--- config.mk ---
export PLATFORM = sky130hd
export DESIGN_NAME = scalar_dispatch
export DESIGN_NICKNAME = d
export VERILOG_FILES = /design/src/rtl/scalar_dispatch_pkg.sv /design/src/rtl/scalar_dispatch_rst.sv /design/src/rtl/scalar_dispatch.sv
export SDC_FILE = /design/constraint.sdc
export NUM_CORES = 1
export LEC_CHECK = 0
export BUFFER_PORTS_ARGS = -buffer_cell sky130_fd_sc_hd__clkbuf_2
export CAP_MARGIN = 40
export CELL_PAD_IN_SITES_DETAIL_PLACEMENT = 1
export CELL_PAD_IN_SITES_GLOBAL_PLACEMENT = 1
export CORE_UTILIZATION = 44
export DETAILED_ROUTE_END_ITERATION = 7
export PLACE_DENSITY = 0.87
export SLEW_MARGIN = 20
export SYNTH_ARGS = -nofsm -noshare
export SYNTH_HDL_FRONTEND = slang
export SYNTH_SLANG_ARGS = --single-unit
--- constraint.sdc ---
create_clock -name CLK -period 5.7 [get_ports CLK]
set_clock_uncertainty 0.2 [all_clocks]
set_input_delay 0.285 -clock CLK [delete_from_list [all_inputs] [get_ports CLK]]
set_output_delay 0.285 -clock CLK [all_outputs]
set_load 0.02 [all_outputs]
--- src/rtl/scalar_dispatch_pkg.sv ---
// Shared types for the scalar dispatch stage: FU identifiers, tag encoding and FSM states.
package scalar_dispatch_pkg;

  typedef enum logic [1:0] {
    FU_ALU    = 2'd0,
    FU_LDST   = 2'd1,
    FU_BRANCH = 2'd2
  } fu_scalar_t;

  localparam int SCALAR_TAG_W = 2;
  typedef logic [SCALAR_TAG_W-1:0] scalar_tag_t;
  localparam scalar_tag_t TAG_READY = '0;

  typedef enum logic {
    RUN     = 1'b0,
    BR_WAIT = 1'b1
  } dispatch_state_e;

  // Encoding 3 has no FU behind it; route it to the ALU.
  function automatic fu_scalar_t fu_decode(input logic [1:0] raw);
    return (raw == 2'd3) ? FU_ALU : fu_scalar_t'(raw);
  endfunction

  function automatic scalar_tag_t fu_tag(input fu_scalar_t fu);
    return scalar_tag_t'(fu) + scalar_tag_t'(1);
  endfunction

endpackage

--- src/rtl/scalar_dispatch_rst.sv ---
// Register Status Table: producer tag per architectural register, two source reads,
// a destination probe, one set port and a broadcast clear by tag. Bypass: SCALAR_DISPATCH_WB_BYPASS_EN.
module scalar_dispatch_rst
  import scalar_dispatch_pkg::*;
#(
  parameter int NREGS = 32,
  parameter int TAG_W = 2
) (
  input  logic                     CLK,
  input  logic                     nRST,
  input  logic [$clog2(NREGS)-1:0] rs1_addr,
  input  logic [$clog2(NREGS)-1:0] rs2_addr,
  input  logic [$clog2(NREGS)-1:0] rd_addr,
  output logic [TAG_W-1:0]         rs1_tag,
  output logic [TAG_W-1:0]         rs2_tag,
  output logic [TAG_W-1:0]         rd_tag,
  input  logic                     set_en,
  input  logic [$clog2(NREGS)-1:0] set_addr,
  input  logic [TAG_W-1:0]         set_tag,
  input  logic                     wb_valid,
  input  logic [TAG_W-1:0]         wb_tag
);

  localparam int AW = $clog2(NREGS);

  logic [TAG_W-1:0] rst_q [NREGS];

  function automatic logic [TAG_W-1:0] read_tag(input logic [AW-1:0] a);
    logic [TAG_W-1:0] t;
    t = (a == '0) ? TAG_READY : rst_q[a];
`ifdef SCALAR_DISPATCH_WB_BYPASS_EN
    if (wb_valid && t == wb_tag) t = TAG_READY;
`endif
    return t;
  endfunction

  always_comb begin
    rs1_tag = read_tag(rs1_addr);
    rs2_tag = read_tag(rs2_addr);
    rd_tag  = read_tag(rd_addr);
  end

  // x0 is never written; a new producer overrides a same-cycle clear of its entry.
  always_ff @(posedge CLK or negedge nRST) begin
    if (!nRST) begin
      for (int i = 0; i < NREGS; i++) rst_q[i] <= '0;
    end else begin
      for (int i = 1; i < NREGS; i++) begin
        if (set_en && set_addr == AW'(i))
          rst_q[i] <= set_tag;
        else if (wb_valid && rst_q[i] == wb_tag)
          rst_q[i] <= TAG_READY;
      end
    end
  end

endmodule

--- src/rtl/scalar_dispatch.sv ---
// Scalar dispatch stage: one-entry D-reg, RST hazard tracking, branch wait and flush.
// Optional same-cycle writeback forwarding: SCALAR_DISPATCH_WB_BYPASS_EN.
module scalar_dispatch
  import scalar_dispatch_pkg::*;
#(
  parameter int NREGS = 32,
  parameter int NFU_S = 3,
  parameter int TAG_W = 2
) (
  input  logic                   CLK,
  input  logic                   nRST,
  input  logic                   fetch_valid,
  output logic                   fetch_ready,
  input  logic [1:0]             fetch_fu,
  input  logic [4:0]             fetch_rd,
  input  logic [4:0]             fetch_rs1,
  input  logic [4:0]             fetch_rs2,
  input  logic                   fetch_wen,
  input  logic [31:0]            fetch_imm,
  input  logic [NFU_S-1:0]       fust_busy,
  input  logic                   freeze,
  input  logic                   wb_valid,
  input  logic [TAG_W-1:0]       wb_tag,
  input  logic                   branch_resolved,
  input  logic                   branch_miss,
  output logic                   n_fust_s_en,
  output logic [1:0]             n_fu_s,
  output logic [4:0]             n_rd,
  output logic [4:0]             n_rs1,
  output logic [4:0]             n_rs2,
  output logic [31:0]            n_imm,
  output logic [NFU_S*TAG_W-1:0] n_t1,
  output logic [NFU_S*TAG_W-1:0] n_t2,
  output logic                   br_pending
);

  dispatch_state_e state_q;
  logic            d_valid_q;
  fu_scalar_t      d_fu_q;
  logic [4:0]      d_rd_q;
  logic [4:0]      d_rs1_q;
  logic [4:0]      d_rs2_q;
  logic            d_wen_q;
  logic [31:0]     d_imm_q;

  logic [1:0]       fu_idx;
  logic [TAG_W-1:0] tag_rs1;
  logic [TAG_W-1:0] tag_rs2;
  logic [TAG_W-1:0] tag_rd;
  logic             waw;
  logic             fire;
  logic             flush;
  logic             load;
  logic             set_en;

  assign fu_idx = d_fu_q;
  assign waw    = d_wen_q && (d_rd_q != 5'd0) && (tag_rd != TAG_READY);
  assign fire   = d_valid_q && (state_q == RUN) && !freeze && !fust_busy[fu_idx] && !waw;
  assign flush  = (state_q == BR_WAIT) && branch_resolved && branch_miss;
  assign set_en = fire && d_wen_q && (d_rd_q != 5'd0);

  always_comb begin
    fetch_ready = 1'b0;
    if (flush)
      fetch_ready = 1'b0;
    else if (state_q == BR_WAIT)
      fetch_ready = !d_valid_q;
    else
      fetch_ready = !d_valid_q || fire;
  end

  assign load = fetch_valid && fetch_ready;

  scalar_dispatch_rst #(
    .NREGS (NREGS),
    .TAG_W (TAG_W)
  ) u_rst (
    .CLK      (CLK),
    .nRST     (nRST),
    .rs1_addr (d_rs1_q),
    .rs2_addr (d_rs2_q),
    .rd_addr  (d_rd_q),
    .rs1_tag  (tag_rs1),
    .rs2_tag  (tag_rs2),
    .rd_tag   (tag_rd),
    .set_en   (set_en),
    .set_addr (d_rd_q),
    .set_tag  (fu_tag(d_fu_q)),
    .wb_valid (wb_valid),
    .wb_tag   (wb_tag)
  );

  // Branch resolution is an event, so it is taken even while frozen.
  always_ff @(posedge CLK or negedge nRST) begin
    if (!nRST) begin
      state_q   <= RUN;
      d_valid_q <= 1'b0;
    end else begin
      case (state_q)
        RUN:     if (fire && d_fu_q == FU_BRANCH) state_q <= BR_WAIT;
        BR_WAIT: if (branch_resolved) state_q <= RUN;
        default: state_q <= RUN;
      endcase
      if (flush)
        d_valid_q <= 1'b0;
      else if (load)
        d_valid_q <= 1'b1;
      else if (fire)
        d_valid_q <= 1'b0;
    end
  end

  always_ff @(posedge CLK) begin
    if (load) begin
      d_fu_q  <= fu_decode(fetch_fu);
      d_rd_q  <= fetch_rd;
      d_rs1_q <= fetch_rs1;
      d_rs2_q <= fetch_rs2;
      d_wen_q <= fetch_wen;
      d_imm_q <= fetch_imm;
    end
  end

  // Issue-side row write: combinational from the D-reg, zeroed unless firing.
  always_comb begin
    n_fust_s_en = fire;
    n_fu_s      = '0;
    n_rd        = '0;
    n_rs1       = '0;
    n_rs2       = '0;
    n_imm       = '0;
    n_t1        = '0;
    n_t2        = '0;
    if (fire) begin
      n_fu_s = fu_idx;
      n_rd   = d_rd_q;
      n_rs1  = d_rs1_q;
      n_rs2  = d_rs2_q;
      n_imm  = d_imm_q;
      n_t1[int'(fu_idx)*TAG_W +: TAG_W] = tag_rs1;
      n_t2[int'(fu_idx)*TAG_W +: TAG_W] = tag_rs2;
    end
  end

  assign br_pending = (state_q == BR_WAIT);

endmodule

==> results.py, run 1 <==
metrics = {
    "critical_path": {
        "cp-start-kind": "flip-flop",
        "end_kind": "primary output",
        "crit_type": "reg -> out",
        "path_max_fanout": 46,
        "timing.rr.end": "d_imm_q[26]$_DFFE_PP_",
        "critPathArrivalTime_ns": 3.66,
        "r2r_slack_ns": 1.91,
        "cp-endpoint": "n_imm[14]",
        "reg2reg_from": "d_rd_q[1]$_DFFE_PP_",
        "required_ns": 5.22,
        "startpoint": "d_rd_q[0]$_DFFE_PP_",
        "reg2reg_depth": 10,
    },
    "cells_and_area": {
        "fin_cells": 1013,
        "syn_to_final_growth_pct": 29.3,
        "nets": 876,
        "fill_cells": 1633,
        "layout-drive-gt1-share_pct": 26.4,
    },
    "clock_network": {
        "cts_tree": "built",
        "cts_buffers": 17,
        "htreeDepth": 4,
        "clock_latency_ns": 0.45,
        "clock-sinks": 114,
        "clk_path_buf_depth": 2,
        "cts_root_buffer": "clkbuf_16",
        "clkTransAtPathRegs_ns": 0.07,
    },
    "global_route": {
        "grt_pass1_wl_um": 43500,
        "first_global_vias": 6931,
        "antenna_found_initial": 6,
        "grt_max_degree": 65,
        "grt.overflow.total": 0,
        "track_usage_pct": 37.5,
    },
    "synthesis": {
        "syn_area_sq_um": 6800,
        "syn_area_per_cell_sq_um": 10.6,
        "synthMostInstantiatedCell": "dfrtp_1",
        "synthArstFlopShare_pct": 56.1,
        "synth_largest_area_cell": "dfrtp_1",
        "synth_edf_count": 50,
        "netlist_instances": 642,
        "ys_seq_elements": 114,
        "synth_nets": 708,
        "yosysWarnings": 2,
        "synthAdderAreaFrac_pct": 0.736,
        "synth_common_cells": "dfrtp_1, nand2_1, edfxtp_1, o21ai_1, o21ai_0",
        "synth_top_family_by_area": "simple AND/OR/NAND/NOR gates",
        "synthSimpleGateAreaFrac_pct": 16.0,
        "synthMuxAreaShare_pct": 13.0,
        "synth_compound_area_share_pct": 12.8,
        "ys_types": 52,
        "seq_area_frac_synth_pct": 45.6,
        "yosys.area.top_type_share_pct": 23.6,
        "ys.flop_type": "dfrtp_1",
        "synth.area.top_cells": "dfrtp_1, edfxtp_1, mux4_2, xor2_1, and2_1",
        "synth_xor_area_share_pct": 7.99,
    },
    "pwr": {
        "static-leakage-power_nw": 3.71,
        "powerDensity_nw_per_um2": 292,
        "total_power_mw": 2.57,
        "irDropWorstVdd_v": 0.000241,
    },
    "route": {
        "wl_per_cell_um": 30.3,
        "drcViolationCount": 0,
        "vias": 6806,
        "drt_iter0_drc": 950,
        "route.detailed.vias_per_inst": 6.72,
        "wl_um": 30700,
        "ant_nets": 0,
        "first_pass_iters": 8,
    },
    "placed_design": {
        "portBuffers": 125,
        "gp_congestion": 0.905,
        "dp_hpwl_um": 16100,
        "place_inst": 917,
    },
    "sta": {
        "maxSlewHeadroom_pct": 40.9,
        "final-setup-viol-count": 0,
        "drv_slew": 0,
        "rsz0062_at_grt": "false",
        "finalHoldViolCount": 0,
        "worstMarginPinSlew_ns": 0.887,
        "max_freq_mhz": 242,
        "fin_crit_ns": 4.14,
        "fin_setup_tns_ns": 0,
        "period_share_pct": 72.6,
    },
    "floorplan": {
        "die-area_sq_um": 16000,
        "fp.dieH_um": 126,
        "floorplan.initialDensity_pct": 44.9,
        "row_count": 45,
        "io_pins": 126,
        "core_sq_um": 15100,
        "die-width_um": 126,
    },
    "status": {
        "status": "finished, final reports clean",
    },
    "min_path": {
        "hp-class": "in -> reg",
    },
    "flow_run": {
        "max_cap_viol_count": 0,
    },
}
[where the power goes]
group,internal (mW),leakage [nW],switching [mW]
logic,0.162,2.07,0.278
registers,0.908,1.35,0.0621
clock network,0.698,0.288,0.464
[worst min-delay path by stage]
| stage | start | to | slack [ns] | depth (start not counted) |
|---|---|---|---|---|
| after floorplan | nRST | br_pending$_DFF_PN0_ | -0.21 | 0 |
| after global placement | fetch_imm[10] | d_imm_q[10]$_DFFE_PP_ | 0.26 | 1 |
| after detailed placement | fetch_rd[4] | d_rd_q[4]$_DFFE_PP_ | 0.26 | 1 |
| after CTS | branch_miss | d_valid_q$_DFFE_PN0P_ | 0.09 | 4 |
| after global routing | branch_miss | d_valid_q$_DFFE_PN0P_ | 0.12 | 4 |
| final | branch_miss | d_valid_q$_DFFE_PN0P_ | 0.11 | 4 |
[timing repair]
action	CTS	global route
hold endpoints to repair	116	0
hold buffers	54	0
resized for setup	0	0
buffers inserted	0	0
[stage by stage]
stage / instance area [sq um] / hold WS (ns) / util [%] / setup slack (ns)
2_1_floorplan: 6800 / -0.211 / - / 0.755
3_3_place_gp: 7510 / 0.263 / 49.6 / 1.68
4_1_cts: 8660 / 0.0851 / 57.2 / 0.950
6_report: 8790 / 0.111 / 58.1 / 1.56
5_1_grt: 8790 / 0.123 / 58.0 / 1.46
3_5_place_dp: 7530 / 0.264 / 49.7 / 1.42
[registers in the layout (all words and copies together) (netlist names), 2 cells and up]
| name | count |
|---|---|
| d_rd_q | 5 |
| u_rst.rst_q | 62 |
| d_imm_q | 32 |
| d_fu_q | 2 |
| d_rs2_q | 5 |
| d_rs1_q | 5 |
[per-layer routing]
| layer | track usage, % | vias up | part of all wire (%) |
|---|---|---|---|
| met3 | 11.2 | 210 | 11 |
| met4 | 26.7 | 6 | 8.9 |
| met2 | 61.1 | 571 | 46 |
| met1 | 42.3 | 3356 | 34 |
| li1 | - | 2663 | - |
| met5 | 0 | - | 0.14 |
[critical path, cell delays in order, from the launching register on]
cell      delay (ns)
edfxtp_1        0.83
or3b_1          0.44
or3_1           0.39
o211ai_1        0.17
nor4_4          0.11
o31ai_4         0.40
inv_2           0.34
and2_1          0.31
clkbuf_2        0.18
[kinds of logic after synthesis]
group / after synthesis
xor+xnor: 62
buf+inv: 57
simple gates: 217
compound gates: 143
flops: 114
fa+ha+maj: 4
mux: 45
[placed cells by master (no fill, tap or decap), types with 3 or more instances in the layout]
master | Yosys | final
clkbuf_2 | 0 | 125
dfrtp_1 | 64 | 64
nand2_1 | 58 | 58
dlygate4sd3_1 | 0 | 54
edfxtp_1 | 50 | 50
o21ai_0 | 49 | 49
o21ai_1 | 50 | 49
xor2_1 | 48 | 48
and2_1 | 44 | 44
nor3_1 | 35 | 35
mux4_2 | 34 | 34
nor2_1 | 33 | 33
a22o_1 | 19 | 19
nand3_1 | 17 | 17
clkbuf_16 | 0 | 17
xnor2_1 | 14 | 14
buf_4 | 2 | 9
inv_1 | 7 | 7
nand2b_1 | 7 | 7
mux2i_1 | 7 | 7
buf_8 | 0 | 5
or3_1 | 4 | 4
nor3b_1 | 4 | 4
a211oi_1 | 4 | 4
nor2b_1 | 4 | 4
mux2_2 | 4 | 4
ha_1 | 4 | 4
clkbuf_1 | 20 | 4
clkinv_2 | 0 | 4
nor4_1 | 3 | 3
a21oi_1 | 4 | 3
bufinv_16 | 0 | 3
[cell type report]
type | instances | area [sq um] | share of cell area, %
multi-input combinational | 471 | 3450 | 39.2
antenna | 2 | 5.00 | 0.0569
sequential | 114 | 3100 | 35.3
clock buffer | 22 | 454 | 5.17
clock inverter | 10 | 135 | 1.54
tap | 188 | 235 | 2.68
inverter | 9 | 33.8 | 0.384
timing repair buffer | 197 | 1380 | 15.7
Power figures use the tool's default switching activity.
==> run 2: changes to the inputs <==
==> constraint.sdc (replaced) <==
create_clock -name CLK -period 4 [get_ports CLK]
set_clock_uncertainty 0.2 [all_clocks]
set_input_delay 0.2 -clock CLK [delete_from_list [all_inputs] [get_ports CLK]]
set_output_delay 0.2 -clock CLK [all_outputs]
set_load 0.02 [all_outputs]
==> results.py, run 2 (synthesized netlist as in run 1, its figures left out) <==
metrics = {
    "floorplan": {
        "io_pins": 126,
        "die-area_sq_um": 16000,
        "core_sq_um": 15100,
        "fp.dieH_um": 126,
        "die-width_um": 126,
        "row_count": 45,
        "floorplan.initialDensity_pct": 44.9,
    },
    "sta": {
        "worstMarginPinSlew_ns": 0.817,
        "fin_crit_ns": 3.92,
        "drv_slew": 0,
        "fin_setup_tns_ns": 0,
        "rsz0062_at_grt": "false",
        "final-setup-viol-count": 0,
        "finalHoldViolCount": 0,
        "maxSlewHeadroom_pct": 45.3,
        "setup_ws_ns": 0.0815,
        "max_freq_mhz": 255,
        "period_share_pct": 98.0,
    },
    "critical_path": {
        "crit_type": "reg -> out",
        "timing.rr.end": "d_imm_q[10]$_DFFE_PP_",
        "r2r_slack_ns": 0.65,
        "startpoint": "d_rd_q[1]$_DFFE_PP_",
        "end_kind": "primary output",
        "path_max_fanout": 46,
        "worstPathCellList": "inv_1 > o31a_1 > o32a_1 > o211a_2 > o31ai_4 > inv_4 > and2_1 > clkbuf_2",
        "reg2reg_from": "d_rd_q[1]$_DFFE_PP_",
        "max_stage_delay_ns": 0.70,
        "critPathArrivalTime_ns": 3.52,
        "slowest_stage": "edfxtp_1",
        "required_ns": 3.60,
        "reg2reg_depth": 7,
        "cp-endpoint": "n_rs1[1]",
        "cp-start-kind": "flip-flop",
    },
    "global_route": {
        "busiest_layer": "met2",
        "grt_pass1_wl_um": 45200,
        "met1_usage_pct": 42.9,
        "grt_use_met2_pct": 64.3,
        "grt_max_degree": 51,
        "track_usage_pct": 39.3,
        "antenna_found_initial": 4,
        "grt_use_met3_pct": 12.0,
        "grt.overflow.total": 0,
        "first_global_vias": 7168,
    },
    "clock_network": {
        "cts_tree": "built",
        "htreeDepth": 4,
        "clock_latency_ns": 0.44,
        "clkTransAtPathRegs_ns": 0.06,
        "cts_buffers": 17,
        "cts_root_buffer": "clkbuf_16",
        "clk_path_buf_depth": 2,
        "clock-sinks": 114,
    },
    "cells_and_area": {
        "ff_latch_area_sq_um": 3100,
        "syn_to_final_growth_pct": 29.7,
        "layout_common_cells": "clkbuf_2, dfrtp_1, nand2_1",
        "regMostFlops": "u_rst.rst_q",
        "fill_cells": 1638,
        "largest_reg_flops": 62,
        "stdcell_area_sq_um": 8820,
        "multi_input_area_sq_um": 3450,
        "layout-drive-gt1-share_pct": 26.7,
        "nets": 883,
        "utilization_pct": 58.2,
        "reg_top3": "u_rst.rst_q (62), d_imm_q (32)",
        "final_common_cell": "clkbuf_2",
    },
    "pwr": {
        "powerDensity_nw_per_um2": 407,
        "total_power_mw": 3.59,
        "irDropWorstVdd_v": 0.000361,
        "static-leakage-power_nw": 3.73,
    },
    "status": {
        "status": "finished, final reports clean",
    },
    "route": {
        "wl_um": 30800,
        "wl_per_cell_um": 30.3,
        "first_pass_iters": 5,
        "route.detailed.vias_per_inst": 6.62,
        "ant_nets": 0,
        "drcViolationCount": 0,
        "vias": 6749,
        "drt_iter0_drc": 865,
    },
    "placed_design": {
        "portBuffers": 125,
        "gp_congestion": 0.978,
        "dp_slack_ns": 0.514,
        "dp_hpwl_um": 17000,
        "place_area_sq_um": 7590,
    },
    "flow_run": {
        "max_cap_viol_count": 0,
    },
    "min_path": {
        "hp-class": "in -> reg",
    },
}
-- run 2: cell count changes in the layout (fill, tap and decap cells not counted) --
| cell | change |
|---|---|
| inv_4 | +1 |
| clkbuf_8 | -1 |
| dlygate4sd3_1 | +1 |
| clkinvlp_4 | +2 |
| clkinv_4 | -2 |
| clkinv_1 | +3 |
| clkbuf_1 | -2 |
| inv_2 | -1 |
| buf_16 | -1 |
| diode_2 | -1 |
| buf_12 | +1 |
| buf_4 | +7 |
| buf_6 | -2 |
| clkbuf_2 | +1 |
-- run 2: area by class of cell --
class,instances,area share (%)
multi-input cells,471,39.1
flip-flops and latches,114,35.2
repair buffers,204,16.1
clock buffers,19,4.91
well taps,188,2.67
clock inverters,13,1.63
inverters,9,0.411
diodes,1,0.0284
-- run 2: worst max-delay path: cells and delay by family (launching register included) --
kind,cells,cell delay (ns)
flops,1,0.70
compound gates,4,1.36
simple gates,1,0.27
buf+inv,3,0.75
-- run 2: worst min path at each step --
stage	startpoint	to	slack [ns]	cells past startpoint
2_1_floorplan	nRST	br_pending$_DFF_PN0_	-0.30	0
3_3_place_gp	nRST	u_rst.rst_q[55]$_DFFE_PN0P_	0.10	1
3_5_place_dp	nRST	u_rst.rst_q[54]$_DFFE_PN0P_	0.14	1
4_1_cts	branch_miss	d_valid_q$_DFFE_PN0P_	0.02	4
5_1_grt	branch_miss	d_valid_q$_DFFE_PN0P_	0.1	4
6_report	branch_miss	d_valid_q$_DFFE_PN0P_	0.06	4
-- run 2: routing by layer --
| metal | vias up | wire length, um | part of all wire, % |
|---|---|---|---|
| met2 | 524 | 14700 | 48 |
| met5 | - | 37 | 0.12 |
| met4 | 6 | 2790 | 9.0 |
| met3 | 209 | 2970 | 9.6 |
| met1 | 3329 | 10300 | 34 |
| li1 | 2681 | - | - |
-- run 2: metrics by stage --
stage,instances,hold slack [ns]
finish,1019,0.0627
global route,1018,0.0999
CTS,1008,0.0182
detailed placement,922,0.141
global placement,920,0.102
floorplan,642,-0.296
-- run 2: report_power, final --
part           total [mW]  switching [mW]  internal [mW]
Sequential           1.38          0.0899           1.29
Clock                1.57           0.605          0.967
Combinational       0.634           0.402          0.232
Total                3.59            1.10           2.49
-- run 2: what timing repair did --
action                                 4_1_cts  5_1_grt
hold buffers                                54        1
resized for setup                            1        0
setup endpoints to repair                   43       51
pin swaps                                    0        1
setup buffers                                0        4
endpoints found under the hold margin       81        3
